### src/rtl/rr_grant_pkg.sv
// rr_grant_pkg: shared constants for the four-channel round-robin grant
// sequencer. Holds the channel count, the grant index width and the FSM
// state encodings.
package rr_grant_pkg;
    localparam int NUM_CH = 4;
    localparam int IDX_W  = 2;

    // FSM state encodings
    localparam logic [0:0] IDLE  = 1'b0;
    localparam logic [0:0] GRANT = 1'b1;
endpackage

### src/rtl/rr_pick4.sv
// rr_pick4: combinational round-robin pick over four requesters.
//   req_i    [3:0] per-channel request
//   ptr_i    [1:0] highest-priority channel for this pick
//   pick_idx [1:0] first requesting channel scanning ptr, ptr+1, ... (mod 4)
//   any_req        at least one request is set (pick_idx valid)
module rr_pick4
    import rr_grant_pkg::*;
(
    input  logic [NUM_CH-1:0] req_i,
    input  logic [IDX_W-1:0]  ptr_i,
    output logic [IDX_W-1:0]  pick_idx,
    output logic              any_req
);
    logic [IDX_W-1:0] cand;
    logic             found;

    always_comb begin
        pick_idx = '0;
        found    = 1'b0;
        cand     = '0;
        any_req  = |req_i;
        for (int k = 0; k < NUM_CH; k++) begin
            // 2-bit add wraps 3 -> 0 naturally
            cand = ptr_i + IDX_W'(k);
            if (!found && req_i[cand]) begin
                pick_idx = cand;
                found    = 1'b1;
            end
        end
    end
endmodule

### src/rtl/rr_grant_sequencer.sv
// rr_grant_sequencer: four-channel round-robin arbiter with registered
// grant index and valid flag. The grant is held until the owner asserts
// done or drops its request; on release the pointer moves past the owner
// and a new grant is issued in the same cycle (no bubble).
//
// Optional feature (macro RR_GRANT_SEQUENCER_HOLD_TIMEOUT_EN): a grant is
// force-released after MAX_HOLD cycles and timeout pulses for one cycle.
// Without the macro the hold counter runs but has no effect, timeout = 0.
//
// Ports:
//   clk          rising-edge clock
//   rst_n        asynchronous active-low reset
//   req   [3:0]  per-channel requests
//   done         owner releases grant this cycle (ignored in IDLE)
//   grant_idx    [1:0] granted channel (decoder select, bit1 = a, bit0 = b)
//   grant_valid  grant_idx is meaningful
//   timeout      one-cycle pulse after a forced release
module rr_grant_sequencer
    import rr_grant_pkg::*;
#(
    parameter int MAX_HOLD = 16,
    parameter int CNT_W    = 8
) (
    input  logic              clk,
    input  logic              rst_n,
    input  logic [NUM_CH-1:0] req,
    input  logic              done,
    output logic [IDX_W-1:0]  grant_idx,
    output logic              grant_valid,
    output logic              timeout
);
    logic [0:0]       state_q, state_d;
    logic [IDX_W-1:0] ptr_q, ptr_d;
    logic [IDX_W-1:0] idx_q, idx_d;
    logic [CNT_W-1:0] cnt_q, cnt_d;
    logic             to_q, to_d;

    logic             owner_req;
    logic             forced;
    logic             release_c;
    logic [IDX_W-1:0] arb_ptr;
    logic [IDX_W-1:0] pick_idx;
    logic             any_req;

    assign owner_req = req[idx_q];

`ifdef RR_GRANT_SEQUENCER_HOLD_TIMEOUT_EN
    assign forced = (cnt_q == CNT_W'(MAX_HOLD - 1));
`else
    assign forced = 1'b0;
`endif

    assign release_c = (state_q == GRANT) && (done || !owner_req || forced);

    // On release, arbitrate with the pointer already moved past the owner
    assign arb_ptr = release_c ? idx_q + IDX_W'(1) : ptr_q;

    rr_pick4 u_pick (
        .req_i    (req),
        .ptr_i    (arb_ptr),
        .pick_idx (pick_idx),
        .any_req  (any_req)
    );

    always_comb begin
        state_d = state_q;
        ptr_d   = ptr_q;
        idx_d   = idx_q;
        cnt_d   = cnt_q;
        // timeout only when the forced limit is the sole release reason
        to_d    = release_c && forced && !done && owner_req;
        case (state_q)
            IDLE: begin
                if (any_req) begin
                    state_d = GRANT;
                    idx_d   = pick_idx;
                    cnt_d   = '0;
                end
            end
            default: begin
                if (release_c) begin
                    ptr_d = arb_ptr;
                    if (any_req) begin
                        idx_d = pick_idx;
                        cnt_d = '0;
                    end else begin
                        state_d = IDLE;
                    end
                end else if (cnt_q != CNT_W'(MAX_HOLD)) begin
                    cnt_d = cnt_q + CNT_W'(1);
                end
            end
        endcase
    end

    always_ff @(posedge clk or negedge rst_n) begin
        if (!rst_n) begin
            state_q <= IDLE;
            ptr_q   <= '0;
            idx_q   <= '0;
            cnt_q   <= '0;
            to_q    <= 1'b0;
        end else begin
            state_q <= state_d;
            ptr_q   <= ptr_d;
            idx_q   <= idx_d;
            cnt_q   <= cnt_d;
            to_q    <= to_d;
        end
    end

    assign grant_idx   = idx_q;
    assign grant_valid = (state_q == GRANT);
    assign timeout     = to_q;
endmodule

### config.mk
export PLATFORM = sky130hd
export DESIGN_NAME = rr_grant_sequencer
export DESIGN_NICKNAME = d
export VERILOG_FILES = /design/src/rtl/rr_grant_pkg.sv /design/src/rtl/rr_pick4.sv /design/src/rtl/rr_grant_sequencer.sv
export SDC_FILE = /design/constraint.sdc
export NUM_CORES = 1
export LEC_CHECK = 0
export CORE_AREA = 2 2 39 41
export CTS_CLUSTER_SIZE = 40
export DETAILED_ROUTE_END_ITERATION = 12
export DIE_AREA = 0 0 41 43
export GPL_TIMING_DRIVEN = 1
export HOLD_SLACK_MARGIN = 0.03
export PLACE_DENSITY = 0.72
export SLEW_MARGIN = 20
export SYNTH_ARGS = -nofsm -noshare
export SYNTH_HDL_FRONTEND = slang
export SYNTH_SLANG_ARGS = --single-unit
### constraint.sdc
create_clock -name clk -period 2.1 [get_ports clk]
set_clock_uncertainty 0.1 [all_clocks]
set_input_delay 0.315 -clock clk [delete_from_list [all_inputs] [get_ports clk]]
set_output_delay 0.315 -clock clk [all_outputs]
set_load 0.01 [all_outputs]
### After elaboration in Yosys (flattened, before gate mapping)

Index checks and enable logic that the tools add are counted.

| storage, ports and cells | value |
|---|---|
| flip-flop bits (word level) | 5 |
| bits of input ports | 7 |
| output and inout bits | 4 |
| logic and storage cells | 48 |

| cells by class | value |
|---|---|
| add/subtract/negate cells | 4 |
| order comparisons | 5 |
| eq/ne operators | 1 |
| multiplexer cells | 24 |
| reduce and logical (&&, ||, !) cells | 11 |

Operators by type and width:

| operator | number |
|---|---|
| 2-to-1 mux 2 bit | 8 |
| < comparator 2 x 3 -> 1 bit (second input constant) | 5 |
| 2-to-1 mux 1 bit | 11 |
| binary-select mux 1 bit (select 2 bit) | 5 |
| adder 2 x 1 -> 2 bit (second input constant) | 2 |
| adder 2 bit (second input constant) | 2 |
| logical AND 1 bit | 4 |
| zero test 1 bit | 4 |
| OR reduction 4 bit | 1 |
| inequality test 2 x 1 -> 1 bit (second input constant) | 1 |
| AND reduction 2 bit | 1 |
| logical OR 1 bit | 1 |

### Longest topological paths before layout

| depth | value |
|---|---|
| depth after elaboration | 21 |
| depth in mapped cells | 7 |
| mapped depth without buffers | 6 |

### Hierarchy

From an unflattened synthesis, not the netlist that was laid out.

| unflattened totals | value |
|---|---|
| cells, all modules | 36 |
| area, all modules | 370.4 µm² |

Modules (own cells, without submodules):

| module | instances | cells each | area each (µm²) | seq. area each (µm²) |
|---|---|---|---|---|
| rr_grant_sequencer | 1 | 21 | 292.8 | 125.1 |
| rr_pick4 | 1 | 15 | 77.6 | 0.0 |

### Worst setup path before layout

No wires, ideal clock.

| path | value |
|---|---|
| path type | register -> register |
| start point | register idx_q[0] (netlist: grant_idx[0]) |
| end point | register idx_q[0] (netlist: grant_idx[0]) |
| library setup time | 0.101 ns |
| data arrival time | 1.754 ns |
| data required time | 1.899 ns |
| path slack | 0.146 ns |
| cell stages (with the launch flop) | 7 |
| path buffers | 1 |
| period minus slack after synthesis | 1.954 ns |
| path through | dfrtp_1 > buf_2 > mux4_1 > a31o_2 > nor3_1 > o221ai_1 > o311ai_2 |

| on the way | value |
|---|---|
| longest elaborated chain between the ends | 21 |
| elaborated cells between the ends (all ways) | 35 |
| those cells by class | add/sub: 4; eq/ne: 1; mux: 21; reduce/logical: 9 |

Ends and longest elaborated chain:

| what | RTL line | source |
|---|---|---|
| start: declaration | rr_grant_sequencer.sv:34 | `logic [IDX_W-1:0] idx_q, idx_d;` |
| start signal: assignment | rr_grant_sequencer.sv:106 | `idx_q <= idx_d;` |
| parallel branches: the longest is 21 deep, another holds adder 2 x 1 -> 2 bit | n/a |  |

Parallel ways; which one is timed is not known. The select of a mux whose other input is x is not followed.
A chain may end at the register's enable or synchronous reset.

### Final worst setup path

| path | value |
|---|---|
| start point | register idx_q[1] (netlist: grant_idx[1]) |
| end point | register idx_q[1] (netlist: grant_idx[1]) |

Same word-level chain as after synthesis.

==> impl_metrics.csv <==
group,metric,value,unit
yosys,synth_xor_area_frac,0,
hold_path,holdCritPathClass,"in2async",
global_route,antenna_found_initial,0,
pwr,highest_ir_drop_seen_on_vdd,518,µV
setup_path,critical_path.max_fanout,5,
run_status,run_status,"finished clean",
global_route,gr-usage-all-layers,0.193,
placement,finalWeightedCongestion,0.819,
pwr,static-leakage-power,0.368,nW
setup_path,cp.required,2.14,ns
yosys,synth-warning-count,0,
global_route,grt_pass1_vias,553,
sta,period_minus_slack,2.03,ns
clocking,clock_tree.buffer_depth,2,
cells_and_area,area_growth_syn_to_layout,56.5,%
detailed_routing,dr_total_vias,530,
clocking,cts_htree_levels,1,
global_route,grt_overflow_total,0,
yosys,syn-cell-area,480,µm²
detailed_routing,route.detailed.drc,0,
clocking,clock-root-buffer,"clkbuf_4",
setup_path,setup.worst_path.end_class,"flip-flop",
detailed_routing,number_of_nets_with_antenna_violations_after_routing,0,
setup_path,startpoint_type,"flip-flop",
sta,layout_worst_path_cycle_share,0.968,
cells_and_area,fin_util,0.543,
setup_path,timing.setup.critical_path_class,"reg2reg",
global_route,maximum_number_of_pins_on_one_net_before_global_route_repair,8,
clocking,clkLatencyLatePin,0.25,ns
floorplan,chipHeight,43,µm
yosys,synth-seq-area-share,0.260,
sta,hold_violations,0,
clocking,cts-hold-fix-buffers,0,
clocking,numCtsBuffers,3,
sta,finalSetupTns,0,ns
clocking,cts.sink_count,5,
sta,fmax,492,MHz
detailed_routing,firstDrtPassIters,4,
sta,finalSetupViolCount,0,
yosys,yosys.area_share.adder,0,
detailed_routing,post_drt_via_cell_ratio,5.52,
yosys,dominant_combinational_cell_family_by_area_after_synthesis,"compound AO/OA/AOI/OAI gates",
detailed_routing,dr.first_iter.drc_count,7,
yosys,yosysUniqueCellTypes,28,
placement,dp_slack,-0.266,ns
floorplan,floorplan.die.width,41,µm
yosys,mappedNetlistNets,61,
cells_and_area,filler_instances,137,
run,cap_violations,0,
clocking,cts_setup_buffers,0,
floorplan,floorplan.initialDensity,0.347,
floorplan,std_cell_rows,14,
global_route,grt_first_pass_wirelength,2300,µm
cells_and_area,post_route_cells_drive_above_1_share,0.400,
yosys,share_of_the_synthesized_area_in_compound_gates_ao_oa_aoi_oai,0.253,
placement,detailedPlacementHpwl,1110,µm
detailed_routing,route.detailed.wl_per_inst,14.7,µm
yosys,synth_mux_area_frac,0.159,
sta,final.setup.worst_slack,0.0671,ns
placement,post_dp_cell_area,693,µm²
setup_path,worstPathArrival,2.07,ns
clocking,cts.clk_slew.worst_paths,0.05,ns
yosys,ys_seq_elements,5,
cells_and_area,num_antenna_cells,0,
floorplan,floorplan.core_area,1380,µm²
yosys,post_synth_and_or_nand_nor_area_fraction,0.237,
clocking,tritoncts,"done",
floorplan,floorplan.die_area,1760,µm²
placement,place.port_buffers,9,
detailed_routing,route.final.wire_length,1410,µm
cells_and_area,postLayoutCellArea,752,µm²
pwr,power_density,1140,nW/µm²
sta,drv_slew,0,
yosys,post_synth.cell_area_avg,8.90,µm²
floorplan,io_pins,11,
yosys,post_synth_inst_count,54,
cells_and_area,nets_finish,88,
cell usage after synthesis:
library cell,number,area [µm²]
o221ai_1,1,8.76
nor4_1,1,6.26
o311ai_2,1,16.3
nor2b_1,2,12.5
a21bo_2,1,10.0
nor3b_1,1,7.51
mux2i_1,2,20.0
a221o_1,1,10.0
nor4b_4,1,23.8
o21ai_0,3,15.0
nor2_1,6,22.5
o31ai_1,1,7.51
buf_4,1,7.51
nand2b_1,3,18.8
a211o_1,1,8.76
inv_1,6,22.5
dfrtp_1,5,125
nand2_1,3,11.3
mux4_1,1,26.3
nor3_1,1,5.00
a31o_2,2,17.5
a2111oi_0,1,8.76
or2_0,1,6.26
o32ai_1,1,8.76
buf_2,2,10.0
conb_1,1,3.75
a21oi_1,2,10.0
mux2_4,2,30.0
per-stage QoR:
stage	instances	total power, mW	hold WS, ns
finish	96	0.857	0.191
global route	96	0.915	0.209
CTS	96	0.833	0.193
detailed placement	92	0.705	0.462
global placement	92	0.691	0.446
floorplan	54	0.464	-0.0806
registers in the layout (all words and copies together) (netlist names):
register / count
grant_idx: 2
grant_valid: 1
ptr_q: 2
worst paths after layout:
path                                     startpoint                       end  slack, ns  depth (start not counted)
min in group clk                             req[2]     grant_valid$_DFF_PN0_       0.53                          5
max in group asynchronous                     rst_n  grant_idx[1]$_DFFE_PN0P_       1.49                          1
max                        grant_idx[1]$_DFFE_PN0P_  grant_idx[1]$_DFFE_PN0P_       0.07                          7
max reg2reg                grant_idx[1]$_DFFE_PN0P_  grant_idx[1]$_DFFE_PN0P_       0.07                          7
min                                           rst_n      ptr_q[0]$_DFFE_PN0P_       0.19                          1
min reg2reg                grant_idx[1]$_DFFE_PN0P_  grant_idx[1]$_DFFE_PN0P_       0.60                          3
what timing repair did:
action,4_1_cts,5_1_grt
pin swaps,1,3
resized for setup,2,9
setup endpoints to repair,1,2
where the power goes:
group	internal, mW	leakage, nW	switching, mW
Combinational	0.323	0.299	0.224
Sequential	0.137	0.0540	0.0554
Clock	0.0723	0.0150	0.0457
Total	0.532	0.368	0.325
kinds of logic after synthesis:
family / count (synthesis)
simple gates: 19
flops: 5
other cells: 1
buf+inv: 9
mux: 5
compound gates: 15
cell usage in the layout, fill, tap and decap left out, drive strengths merged:
cell           Yosys  final
mux2               2      2
o311ai             1      1
nand2              3      3
o21ai              3      3
mux2i              2      2
a2111oi            1      1
nand2b             3      3
nor3b              1      1
a221o              1      1
a31o               2      2
mux4               1      1
o32ai              1      1
nor4b              1      1
clkbuf             0      4
a21bo              1      1
clkdlybuf4s50      0      4
nor4               1      1
dlymetal6s2s       0      4
o31ai              1      1
or2                1      1
a211o              1      1
conb               1      1
buf                3     16
inv                6      6
dlygate4sd2        0      1
o221ai             1      1
a21oi              2      2
nor3               1      1
dfrtp              5      5
nor2               6      6
nor2b              2      2
metal layers:
| metal | up-vias | global-route usage | part of all wire |
|---|---|---|---|
| met1 | 261 | 0.243 | 0.42 |
| met4 | 0 | 0.100 | 0.013 |
| li1 | 246 | - | - |
| met5 | - | 0 | 0 |
| met2 | 21 | 0.309 | 0.53 |
| met3 | 2 | 0.0157 | 0.040 |
layout make-up:
type | instances | area [µm²] | share of cell area
multi-input cells | 40 | 338 | 0.449
clock buffers | 4 | 26.3 | 0.0349
flip-flops and latches | 5 | 126 | 0.168
repair buffers | 25 | 219 | 0.291
inverters | 6 | 22.5 | 0.0300
well taps | 16 | 20.0 | 0.0266
worst max-delay path, cell delays in order, from the launching register on:
cell,delay [ns]
dfrtp_2,0.45
mux2_4,0.31
nor4b_4,0.14
a211o_1,0.34
buf_4,0.15
inv_1,0.10
mux2i_2,0.25
o31ai_2,0.08
Note: power is estimated with default switching activity, not from simulation.
